--- src/rtl/fetch_stage.sv ---
// Instruction-fetch stage: owns the PC, issues instruction reads and drives the write side
// of the IF/ID register, with a one-entry hold buffer for stalls, redirect squash and HALT.
module fetch_stage #(
  parameter logic [31:0] RESET_PC  = 32'h0000_0000,
  parameter logic [31:0] HALT_WORD = 32'hFFFF_FFFF
) (
  input  logic        CLK,
  input  logic        RST,
  output logic        iREN,
  output logic [31:0] imemaddr,
  input  logic        ihit,
  input  logic [31:0] imemload,
  input  logic        stall,
  input  logic        redirect,
  input  logic [31:0] redirect_addr,
  output logic        ifid_WEN,
  output logic        ifid_flush,
  output logic [31:0] instruction_in,
  output logic [31:0] next_address_in,
  output logic        halt,
  output logic [31:0] fetch_count
);

  typedef enum logic [1:0] {
    StFetch,
    StHold,
    StHalted
  } state_e;

  state_e      r_state_q, r_state_d;
  logic [31:0] r_pc_q, r_pc_d;
  logic [31:0] r_buf_q, r_buf_d;
  logic [31:0] r_count_q, r_count_d;

  logic [31:0] w_pc_plus4;
  logic [31:0] w_redirect_pc;

  assign w_pc_plus4    = r_pc_q + 32'd4;
  assign w_redirect_pc = redirect_addr & 32'hFFFF_FFFC;
  assign imemaddr      = r_pc_q;
  assign fetch_count   = r_count_q;

  always_ff @(posedge CLK) begin
    if (RST) begin
      r_state_q <= StFetch;
      r_pc_q    <= RESET_PC;
      r_buf_q   <= '0;
      r_count_q <= '0;
    end else begin
      r_state_q <= r_state_d;
      r_pc_q    <= r_pc_d;
      r_buf_q   <= r_buf_d;
      r_count_q <= r_count_d;
    end
  end

  always_comb begin
    r_state_d       = r_state_q;
    r_pc_d          = r_pc_q;
    r_buf_d         = r_buf_q;
    r_count_d       = r_count_q;
    iREN            = 1'b0;
    ifid_WEN        = 1'b0;
    ifid_flush      = 1'b0;
    halt            = 1'b0;
    instruction_in  = imemload;
    next_address_in = w_pc_plus4;

    if (!RST) begin
      halt = (r_state_q == StHalted);
      iREN = (r_state_q == StFetch);
      if (redirect) begin
        // Squash: any returned or buffered instruction belongs to the wrong path.
        ifid_flush = 1'b1;
        r_pc_d     = w_redirect_pc;
        r_state_d  = StFetch;
        r_buf_d    = '0;
      end else begin
        unique case (r_state_q)
          StFetch: begin
            if (ihit) begin
              if (stall) begin
                r_buf_d   = imemload;
                r_state_d = StHold;
              end else begin
                ifid_WEN  = 1'b1;
                r_count_d = r_count_q + 32'd1;
                if (imemload == HALT_WORD) begin
                  r_state_d = StHalted;
                end else begin
                  r_pc_d = w_pc_plus4;
                end
              end
            end
          end
          StHold: begin
            instruction_in = r_buf_q;
            if (!stall) begin
              ifid_WEN  = 1'b1;
              r_pc_d    = w_pc_plus4;
              r_count_d = r_count_q + 32'd1;
              r_state_d = (r_buf_q == HALT_WORD) ? StHalted : StFetch;
            end
          end
          StHalted: begin
          end
          default: begin
            r_state_d = StFetch;
          end
        endcase
      end
    end
  end

endmodule

--- config.mk ---
export PLATFORM = sky130hd
export DESIGN_NAME = fetch_stage
export DESIGN_NICKNAME = d
export VERILOG_FILES = /design/src/rtl/fetch_stage.sv
export SDC_FILE = /design/constraint.sdc
export NUM_CORES = 1
export LEC_CHECK = 0
export CORE_MARGIN = 4
export CORE_UTILIZATION = 33
export DETAILED_ROUTE_END_ITERATION = 8
export PLACE_DENSITY = 0.71
export SYNTH_ARGS = -nofsm -noshare
export SYNTH_HDL_FRONTEND = slang
export SYNTH_SLANG_ARGS = --single-unit
--- constraint.sdc ---
create_clock -name CLK -period 2.4 [get_ports CLK]
set_input_delay 0.24 -clock CLK [delete_from_list [all_inputs] [get_ports CLK]]
set_output_delay 0.24 -clock CLK [all_outputs]
set_load 0.05 [all_outputs]
==> results.md <==
- Placeable core area: 0.0158 mm²
- Deepest clock path buffer count: 2
- # setup viols final: 0
- Number of vias per cell after detailed routing: 5.26
- Initial standard-cell utilization of the core: 33.6%
- Cell type group with the largest total delay on the critical path: simple AND/OR/NAND/NOR gates
- Slowest cell on the critical path: dfxtp_2
- Maximum achievable frequency: 436 MHz
- Required time of the critical path: 2160 ps
- Reported leakage power: 3.13 nW
- Total of max-cap violations: 0
- Buffer and inverter count on the worst path: 2
- Global-route wire length before repair: 28.1 mm
- Routed length per instance: 16.4 µm
- Unrepaired setup endpoints after global routing: false
- Critical Path Fanout Max: 10
- Peak ir drop on the vdd network: 0.314 mV
- Post-synthesis instance area: approximately 0.0053 mm²
- Max-slew violation total from the final report: 0
- Final worst hold slack: 424 ps
- Clock Sinks: 96
- DP Worst Slack: -2.67 ps
- Hold Fails Final Rpt: 0
- Slowest stage delay, CP: 430 ps
- Worst Setup End Kind: output pin
- Setup total negative slack: 0 ps
- Clock tree from TritonCTS: done
- Clock latency reported for the late side of the worst-skew pair: 350 ps
- Net count reported at finish: 927
- Most frequent cells in the layout: 131 x clkdlybuf4s50_1, 89 x nand2_1, 84 x dfxtp_1, 83 x buf_4, 51 x a21oi_1
- All-layer global routing usage: 19.1%
- Area post-placement: 0.00813 mm²
- Initial antenna violation count: 1
- Overall power after layout: 4.29 mW
- Clock skew after layout: 5.59 ps
- N_diodes: 0
- Part of the cycle the worst path needs: 95.6%
- Detailed-route wire length: 17.7 mm
- Growth of design area from synthesis to finish: 59.8%
- DIE AREA: 0.0182 mm²
- Cell chain of the critical path: nand4_4, nor4_4, buf_4, nand4_1, xnor2_4, buf_12
- Min setup slack post-route: 105 ps
- Number of standard cells after synthesis: 644
- Fraction of the yosys area taken by sequential cells: 36.2%
- Most used DFF post-synth: dfxtp_1
- Outcome: complete, no violations
- Number of buffers added by the clock tree synthesis step: 9
- Remaining design rule violation count: 0
- Final antenna-violating net count: 0
- Distinct cell type count after synthesis: 52
- Count of placed standard cells in the final layout, fillers left out: 1077
- Overall via count from detail_route: 5665
- Root buffer selected by CTS: clkbuf_16
- Clock-pin slew of the registers on the worst-case setup and hold paths: 70 ps
- Relative slew slack: roughly three fifths
- I/O Buffers: a little under 200
- Number of detailed-route iterations in the first pass: 4
- Worst Max-Slew Pin Slew: 583 ps
- Most common library cell in the layout ignoring fill and taps: clkdlybuf4s50_1
- Worst Setup Start Kind: flop
- Floorplan die height: 135 µm
- CP Data Arrival Time: 2050 ps
- Largest net degree at the start of global routing: 50
- Post-Syn Area per Cell: 8.25 µm²
- Die Span X: 135 µm
- Post-synth EDFFs: 0
- Initial DRC count: 258
- Proportion of synthesized flip-flops having asynchronous set or reset: 0%
- Placed cell count: 1059
- Row Count: 46
- Utilization of the core after routing: between 50% and 60%
- Leftover overflow at the end of global routing: 0
- Time the worst path needs with I/O delays and setup: roughly 2300 ps
- Via count of the first global-routing pass: 5258
- H-tree depth reported by CTS: 3
- Post-detailed-placement half-perimeter wirelength: 13.2 mm
- Power density over cell area: 505 mW/mm²
- Weighted congestion at the end of routability-driven global placement: 0.835
- Synthesis Warnings: 0
- Worst setup path category: flop to output pin
- Layout cells sized above 1: 25.0%
- Number of flip-flops and latches in the synthesized netlist: 96
- Number of ports placed on the die boundary: 201
- Type of the worst min-delay path: primary input to flop
- Filler cell count in the final layout: 1481
- Final Cell Area: 0.00849 mm²
==> layer usage <==
layer | track usage (%) | wire [µm]
met2 | 30.3 | 8280
met4 | 5.15 | 271
met3 | 4.55 | 1220
met1 | 26.2 | 7930
met5 | 0 | 13
==> Yosys cell counts, types with 6 or more instances <==
library cell,number,area (µm²)
and3_1,9,56.3
nand3_1,31,155
or3_1,11,68.8
xor2_1,20,175
o311a_1,11,110
buf_2,9,45.0
dfxtp_1,96,1920
mux2i_1,10,100
o21ai_0,24,120
nand4_1,38,238
nor2_1,40,150
nor4_1,6,37.5
a21oi_1,51,255
a311oi_1,10,87.6
o31ai_1,13,97.6
clkbuf_1,34,128
nand2_1,89,334
inv_1,15,56.3
mux2_2,32,360
or4_1,15,113
xnor2_1,25,219
==> worst min-delay path, stage by stage <==
cell	delay (ps)
buf_2	90
clkinv_1	60
buf_4	210
o311a_1	130
==> cell type report <==
cell class / instances / area [µm²] / share of cell area [%]
timing repair buffer: 245 / 2540 / 29.9
tap: 216 / 270 / 3.18
inverter: 16 / 60.1 / 0.707
clock buffer: 9 / 225 / 2.65
clock inverter: 7 / 52.6 / 0.619
multi-input combinational: 488 / 3400 / 40.0
sequential: 96 / 1940 / 22.9
==> worst paths after layout <==
path,from,end,slack (ps),cells after the start
setup reg to reg,r_state_q[1]$_SDFFE_PP0P_,imemaddr[6]$_SDFFE_PP0P_,320,4
hold / removal,RST,imemaddr[14]$_SDFFE_PP0P_,420,4
setup / recovery,imemaddr[13]$_SDFFE_PP0P_,next_address_in[25],110,6
hold reg to reg,r_buf_q[1]$_SDFFE_PP0P_,r_buf_q[1]$_SDFFE_PP0P_,470,2
==> cell families (layout without fill, tap and decap cells) <==
| kind of cell | count (synthesis) | count (layout) | share of synthesized area (%) |
|---|---|---|---|
| compound gates | 130 | 130 | 15.9 |
| xor+xnor | 45 | 45 | 7.42 |
| fa+ha+maj | 2 | 2 | 0.471 |
| buf+inv | 63 | 277 | 4.95 |
| flops | 96 | 96 | 36.2 |
| mux | 42 | 42 | 8.67 |
| other cells | 1 | 4 | 0.0706 |
| simple gates | 265 | 265 | 26.4 |
==> registers in the layout (all words and copies together) (netlist names) <==
register	count
r_state_q	2
r_buf_q	32
fetch_count	32
imemaddr	30
==> power breakdown <==
part | switching (mW) | total, mW | internal (mW)
sequential | 0.0704 | 1.72 | 1.65
clock | 0.674 | 1.39 | 0.713
combinational | 0.702 | 1.18 | 0.482
==> repair_timing <==
item | in CTS | in global routing
endpoints found under the setup margin | 1 | 14
hold buffers | 0 | 0
gates resized for setup | 1 | 14
pin swaps | 0 | 3
endpoints found under the hold margin | 0 | 0
setup buffers | 0 | 2
Power figures use the tool's default switching activity.
